$ cat src/rtl/fnd_pkg.sv
// Shared constants, FSM state type and the double-dabble adjust step for
// the FND scan path.
package fnd_pkg;

  localparam int unsigned FND_DIGITS    = 4;
  localparam int unsigned BCD_W         = 4;
  localparam int unsigned BCD16_W       = FND_DIGITS * BCD_W;
  localparam logic [13:0] FND_MAX_VALUE = 14'd9999;

  typedef enum logic [1:0] {
    IDLE,
    SHIFT,
    DONE
  } conv_state_t;

  // Add 3 to every BCD nibble that is 5 or more, ahead of the next shift.
  function automatic logic [BCD16_W-1:0] dabble_adjust(input logic [BCD16_W-1:0] bcd);
    logic [BCD16_W-1:0] res;
    res = bcd;
    for (int unsigned i = 0; i < FND_DIGITS; i++) begin
      if (bcd[i*BCD_W +: BCD_W] >= BCD_W'(5)) begin
        res[i*BCD_W +: BCD_W] = bcd[i*BCD_W +: BCD_W] + BCD_W'(3);
      end
    end
    return res;
  endfunction

endpackage

$ cat src/rtl/bin2bcd_seq.sv
// Sequential double-dabble converter with a 9999 clamp.
// Ports:
//   i_clk, i_reset_n : clock, async active-low reset
//   i_value, i_load  : value to convert, single-cycle convert request
//   o_bcd16          : displayed digits {d3,d2,d1,d0}, updated only in DONE
//   o_busy           : high in SHIFT and DONE
//   o_done           : one-cycle pulse while in DONE
//   o_ovf            : sticky, last accepted value exceeded 9999
module bin2bcd_seq
  import fnd_pkg::*;
#(
  parameter int unsigned WIDTH = 14
) (
  input  logic               i_clk,
  input  logic               i_reset_n,
  input  logic [WIDTH-1:0]   i_value,
  input  logic               i_load,
  output logic [BCD16_W-1:0] o_bcd16,
  output logic               o_busy,
  output logic               o_done,
  output logic               o_ovf
);

  localparam int unsigned CNT_W = $clog2(WIDTH);
  localparam int unsigned SR_W  = BCD16_W + WIDTH;
  localparam logic [WIDTH-1:0] MAX_V = WIDTH'(FND_MAX_VALUE);

  conv_state_t        state_q, state_d;
  logic [BCD16_W-1:0] bcd_q,  bcd_d;
  logic [WIDTH-1:0]   src_q,  src_d;
  logic [CNT_W-1:0]   bit_q,  bit_d;
  logic [BCD16_W-1:0] disp_q, disp_d;
  logic               busy_q, busy_d;
  logic               done_q, done_d;
  logic               ovf_q,  ovf_d;
  logic [SR_W-1:0]    shifted;

  // State and datapath registers.
  always_ff @(posedge i_clk or negedge i_reset_n) begin
    if (!i_reset_n) begin
      state_q <= IDLE;
      bcd_q   <= '0;
      src_q   <= '0;
      bit_q   <= '0;
      disp_q  <= '0;
      busy_q  <= 1'b0;
      done_q  <= 1'b0;
      ovf_q   <= 1'b0;
    end else begin
      state_q <= state_d;
      bcd_q   <= bcd_d;
      src_q   <= src_d;
      bit_q   <= bit_d;
      disp_q  <= disp_d;
      busy_q  <= busy_d;
      done_q  <= done_d;
      ovf_q   <= ovf_d;
    end
  end

  // Next-state and next-output logic; busy/done are set one edge early so
  // they are registered yet line up with the state they describe.
  always_comb begin
    state_d = state_q;
    bcd_d   = bcd_q;
    src_d   = src_q;
    bit_d   = bit_q;
    disp_d  = disp_q;
    busy_d  = busy_q;
    done_d  = 1'b0;
    ovf_d   = ovf_q;
    shifted = {dabble_adjust(bcd_q), src_q} << 1;

    case (state_q)
      IDLE: begin
        if (i_load) begin
          ovf_d   = (i_value > MAX_V);
          src_d   = (i_value > MAX_V) ? MAX_V : i_value;
          bcd_d   = '0;
          bit_d   = CNT_W'(WIDTH - 1);
          busy_d  = 1'b1;
          state_d = SHIFT;
        end
      end
      SHIFT: begin
        bcd_d = shifted[SR_W-1 -: BCD16_W];
        src_d = shifted[WIDTH-1:0];
        if (bit_q == '0) begin
          done_d  = 1'b1;
          state_d = DONE;
        end else begin
          bit_d = bit_q - CNT_W'(1);
        end
      end
      DONE: begin
        disp_d  = bcd_q;
        busy_d  = 1'b0;
        state_d = IDLE;
      end
      default: begin
        busy_d  = 1'b0;
        state_d = IDLE;
      end
    endcase
  end

  assign o_bcd16 = disp_q;
  assign o_busy  = busy_q;
  assign o_done  = done_q;
  assign o_ovf   = ovf_q;

endmodule

$ cat src/rtl/fnd_scan_controller.sv
// 4-digit FND scan controller: converts a binary value to BCD, scans the
// digits at SCAN_HZ and blanks leading zeros.
// Ports:
//   i_clk, i_reset_n : clock, async active-low reset
//   i_value, i_load  : binary value and single-cycle convert request
//   i_en             : global display enable
//   o_digitSelect    : scanned digit index (0 = ones), registered
//   o_bcd            : BCD digit for o_digitSelect
//   o_en             : per-digit enable after leading-zero blanking
//   o_busy, o_done, o_ovf : converter status
module fnd_scan_controller
  import fnd_pkg::*;
#(
  parameter int unsigned CLK_HZ  = 100_000_000,
  parameter int unsigned SCAN_HZ = 1_000,
  parameter int unsigned WIDTH   = 14
) (
  input  logic             i_clk,
  input  logic             i_reset_n,
  input  logic [WIDTH-1:0] i_value,
  input  logic             i_load,
  input  logic             i_en,
  output logic [1:0]       o_digitSelect,
  output logic [BCD_W-1:0] o_bcd,
  output logic             o_en,
  output logic             o_busy,
  output logic             o_done,
  output logic             o_ovf
);

  localparam int unsigned PRESC_MAX = CLK_HZ / SCAN_HZ - 1;
  localparam int unsigned PRESC_W   = (PRESC_MAX > 1) ? $clog2(PRESC_MAX + 1) : 1;
  localparam int unsigned IDX_W     = $clog2(FND_DIGITS);

  logic [PRESC_W-1:0] presc_q;
  logic [IDX_W-1:0]   idx_q;
  logic [BCD16_W-1:0] bcd16;
  logic [BCD_W-1:0]   digits [FND_DIGITS];
  logic [FND_DIGITS-1:0] nz_from;

  bin2bcd_seq #(
    .WIDTH(WIDTH)
  ) u_bin2bcd (
    .i_clk    (i_clk),
    .i_reset_n(i_reset_n),
    .i_value  (i_value),
    .i_load   (i_load),
    .o_bcd16  (bcd16),
    .o_busy   (o_busy),
    .o_done   (o_done),
    .o_ovf    (o_ovf)
  );

  // Free-running scan prescaler and digit index.
  always_ff @(posedge i_clk or negedge i_reset_n) begin
    if (!i_reset_n) begin
      presc_q <= '0;
      idx_q   <= '0;
    end else if (presc_q == PRESC_W'(PRESC_MAX)) begin
      presc_q <= '0;
      idx_q   <= (idx_q == IDX_W'(FND_DIGITS - 1)) ? '0 : idx_q + IDX_W'(1);
    end else begin
      presc_q <= presc_q + PRESC_W'(1);
    end
  end

  // nz_from[k]: some digit at position k or above is nonzero.
  for (genvar k = 0; k < FND_DIGITS; k++) begin : g_digit
    assign digits[k]  = bcd16[k*BCD_W +: BCD_W];
    assign nz_from[k] = |bcd16[BCD16_W-1 : k*BCD_W];
  end

  assign o_digitSelect = idx_q;
  assign o_bcd         = digits[idx_q];
  assign o_en          = i_en & ((idx_q == '0) | nz_from[idx_q]);

endmodule

$ cat config.mk
export PLATFORM = sky130hd
export DESIGN_NAME = fnd_scan_controller
export DESIGN_NICKNAME = d
export VERILOG_FILES = /design/src/rtl/fnd_pkg.sv /design/src/rtl/bin2bcd_seq.sv /design/src/rtl/fnd_scan_controller.sv
export SDC_FILE = /design/constraint.sdc
export NUM_CORES = 1
export LEC_CHECK = 0
export ABC_AREA = 1
export CAP_MARGIN = 20
export CORE_MARGIN = 1
export CORE_UTILIZATION = 55
export CTS_BUF_LIST = sky130_fd_sc_hd__clkbuf_4
export DETAILED_ROUTE_END_ITERATION = 10
export MAX_ROUTING_LAYER = met4
export PLACE_DENSITY = 0.74
export SYNTH_ARGS = -nofsm -noshare
export SYNTH_HDL_FRONTEND = slang
export SYNTH_SLANG_ARGS = --single-unit
$ cat constraint.sdc
create_clock -name i_clk -period 1.6 [get_ports i_clk]
set_input_delay 0.32 -clock i_clk [delete_from_list [all_inputs] [get_ports i_clk]]
set_output_delay 0.32 -clock i_clk [all_outputs]
set_load 0.1 [all_outputs]
==> impl_metrics.ini <==
[run_status]
status = finished, violations left
violations = setup timing

[route]
dr_total_vias = 3332
ant_nets = 0
first_pass_iters = 4
vias_per_cell = 5.026
drt_first_iter_violations = 199
drc = 0
drt_wl_total_um = 7983
routedWlPerCell_um = 12.04

[timing]
worst_hold_slack_ps = 452.9
post-route-period-util_pct = 129.4
fin_ws_ps = -469.7
slew_violations = 0
final-setup-viol-count = 7
hold_violations = 0
finalCriticalPeriod_ps = 2070
fmax_ghz = 0.4832
rsz0062_at_grt = yes
slew_headroom_pct = 72.71
worst_slew_pin_slew_ps = 408.8
finClkSkew_ps = 14.37

[worst_setup_path]
r2r_slack_ps = 10
path_max_fanout = 2
crit_type = flop to output port
r2r_end = o_digitSelect[0]$_DFFE_PN0N_
worstPathArrival_ps = 1750
crit_path_top_delay_cell = dfrtp_4
crit_chain = inv_4, ha_4, or2_4, nor2_4, nand2_2, a21oi_2, nor2_4, buf_12
cp-start-kind = flop
r2r_cells = 8
r2r-start = o_digitSelect[1]$_DFFE_PN0N_
cpMostUsedCell = nor2_4
required_ps = 1280
path_depth = 8
endpoint_kind = output port
critPathBufInv = 2
cp-endpoint = o_en
cp_top_family = flip-flops
cpPeakStageDelay_ps = 450
cp-startpoint = o_digitSelect[1]$_DFFE_PN0N_

[run]
max-cap-violations = 0

[clocking]
cts.sink_count = 74
htreeDepth = 3
tritoncts = built
clock_latency_ps = 400
cts_buffers = 9
clock_tree.root_cell = clkbuf_4
cts_buffer_depth = 2
path_clk_slew_ps = 120

[synth]
synth_top_area_cell = dfrtp_1
synth_seq_area_share_pct = 47.63
ys_seq_elements = 74
synth.area.top_cells = dfrtp_1, nand2_1, nor2_1
synth.top_cell.area_share_pct = 47.63
syn_area_per_cell_um2 = 7.563
syn_inst = 514
synthDistinctLibCells = 27
ys_warn_count = 0
syn-num-nets = 544
netlist_area_um2 = 3887

[final_layout]
final_cell_area_um2 = 4848
multi_input_area_um2 = 1869
fillers = 563
seq_area_um2 = 1859
antennaDiodeCount = 0
syn2layout_area_growth_pct = 24.72
drive_gt1_share_pct = 14.81
layout.nets = 592

[pwr]
power_leakage_nw = 2.371
p_total_mw = 8.019
power.density_nw_per_um2 = 1654
irDropWorstVdd_v = 0.001407

[die]
start_util_pct = 57.22
fp.dieH_um = 86.07
die_w_um = 86.07
core_area_um2 = 6794
io_pins = 28
die_area_um2 = 7408
num_rows = 30

[place]
placed_area_um2 = 4519
dp.final_hpwl_um = 5588
portBuffers = 27
gp_congestion = 0.8649

[worst_hold_path]
worstHoldPathType = primary input to async pin

[grt]
grt_max_degree = 75
grt_pass1_vias = 3088
grt_pass1_wl_um = 13610
grt_remaining_overflow = 0
grt.total_usage_pct = 24.27
antenna_found_initial = 0
==> sequential cells by signal, summed over array words and instances, names as in the netlist <==
signal,count
u_bin2bcd.o_bcd16,16
presc_q,17
u_bin2bcd.o_busy,1
o_digitSelect,2
u_bin2bcd.src_q,14
u_bin2bcd.state_q,2
u_bin2bcd.o_done,1
u_bin2bcd.bit_q,4
u_bin2bcd.bcd_q,16
u_bin2bcd.o_ovf,1
==> report_power, final <==
part	switching, mW	internal [mW]	leakage, nW
Sequential	0.480	2.51	0.918
Clock	0.629	0.960	0.108
Combinational	2.14	1.30	1.35
==> repair_timing <==
| action | CTS | global route |
|---|---|---|
| gates resized for setup | 20 | 6 |
| setup endpoints to repair | 5 | 7 |
| hold buffers | 1 | 0 |
| cloned | 1 | 0 |
| hold endpoints to repair | 74 | 0 |
| setup buffers | 2 | 4 |
| pin swaps | 7 | 1 |
==> layer usage <==
layer | part of all wire, % | vias to the layer above | GRT usage, %
li1 | - | 1714 | -
met1 | 48 | 1536 | 32.25
met4 | 1.3 | 0 | 9.394
met2 | 47 | 73 | 37.01
met3 | 3.1 | 9 | 4.620
met5 | 0 | - | -
==> through the flow <==
stage / util (%) / worst slack, ps / std cells / setup TNS [ps]
after global placement: 66.52 / -88.56 / 640 / -176.2
after global routing: 71.36 / -573.5 / 663 / -2637
after floorplan: - / -403.8 / 514 / -1695
final: 71.36 / -469.7 / 663 / -2040
after detailed placement: 66.52 / -112.5 / 640 / -325.3
after CTS: 70.55 / -515.6 / 659 / -1960
==> cell usage in the layout, fill, tap and decap left out, types with 3 or more instances in the layout <==
cell             Yosys  layout
dfrtp_1             74      72
nor2_4               2       4
clkdlybuf4s50_1      0      16
nand3_1             25      25
nor2_1              84      79
o21ai_1              5       7
nand4_1              3       3
inv_1               56      54
nand2_1            145     144
o22ai_1             10       6
nand2_2              5       6
bufinv_16            0       4
xor2_1              11      11
nor2_2               2       5
buf_4                1      17
clkbuf_4             0      10
buf_12               0      11
o21ai_0             47      41
ha_1                12      11
o22ai_4              0       4
a22oi_1              4       4
inv_2                4       4
a21oi_1              5       4
==> cell families (layout without fill, tap and decap cells) <==
logic type               Yosys count  after routing  synth area share, %
AND/OR/NAND/NOR                  272            272                28.52
AO/OA/AOI/OAI                     72             72                9.913
XOR/XNOR                          11             11                2.478
buffers and inverters             73            126                7.595
flip-flops                        74             74                47.63
adder cells (fa/ha/maj)           12             12                3.862
==> cell type report <==
class	count	area share (%)
inverters	61	4.852
clock inverters	6	2.658
repair buffers	49	11.56
clock buffers	10	1.548
well taps	96	2.477
flip-flops and latches	74	38.35
multi-input cells	367	38.55
==> Yosys cell counts (all sizes together) <==
cell type,count
and2,1
o21ai,52
buf,9
o22ai,10
clkinv,1
a21oi,5
clkbuf,3
inv,60
nand3,25
nor2,88
o21bai,1
dfrtp,74
nand2,150
or2,2
ha,12
nand4,3
a22oi,4
xor2,11
nor3,3
==> worst min-delay path by stage <==
| stage | to | start | slack (ps) |
|---|---|---|---|
| after floorplan | presc_q[0]$_DFF_PN0_ | i_reset_n | 20 |
| after global placement | presc_q[13]$_DFF_PN0_ | i_reset_n | 380 |
| after detailed placement | presc_q[12]$_DFF_PN0_ | i_reset_n | 380 |
| after CTS | u_bin2bcd.src_q[7]$_DFFE_PN0P_ | i_value[7] | 460 |
| after global routing | presc_q[12]$_DFF_PN0_ | i_reset_n | 480 |
| final | presc_q[12]$_DFF_PN0_ | i_reset_n | 450 |
==> worst register-to-register path, stage by stage, from the launching register on <==
cell,delay [ps]
dfrtp_4,510
buf_4,150
buf_8,130
buf_4,130
ha_1,160
or2_2,270
nand3_1,80
nand2_1,50
inv_1,40
Power figures use the tool's default switching activity.
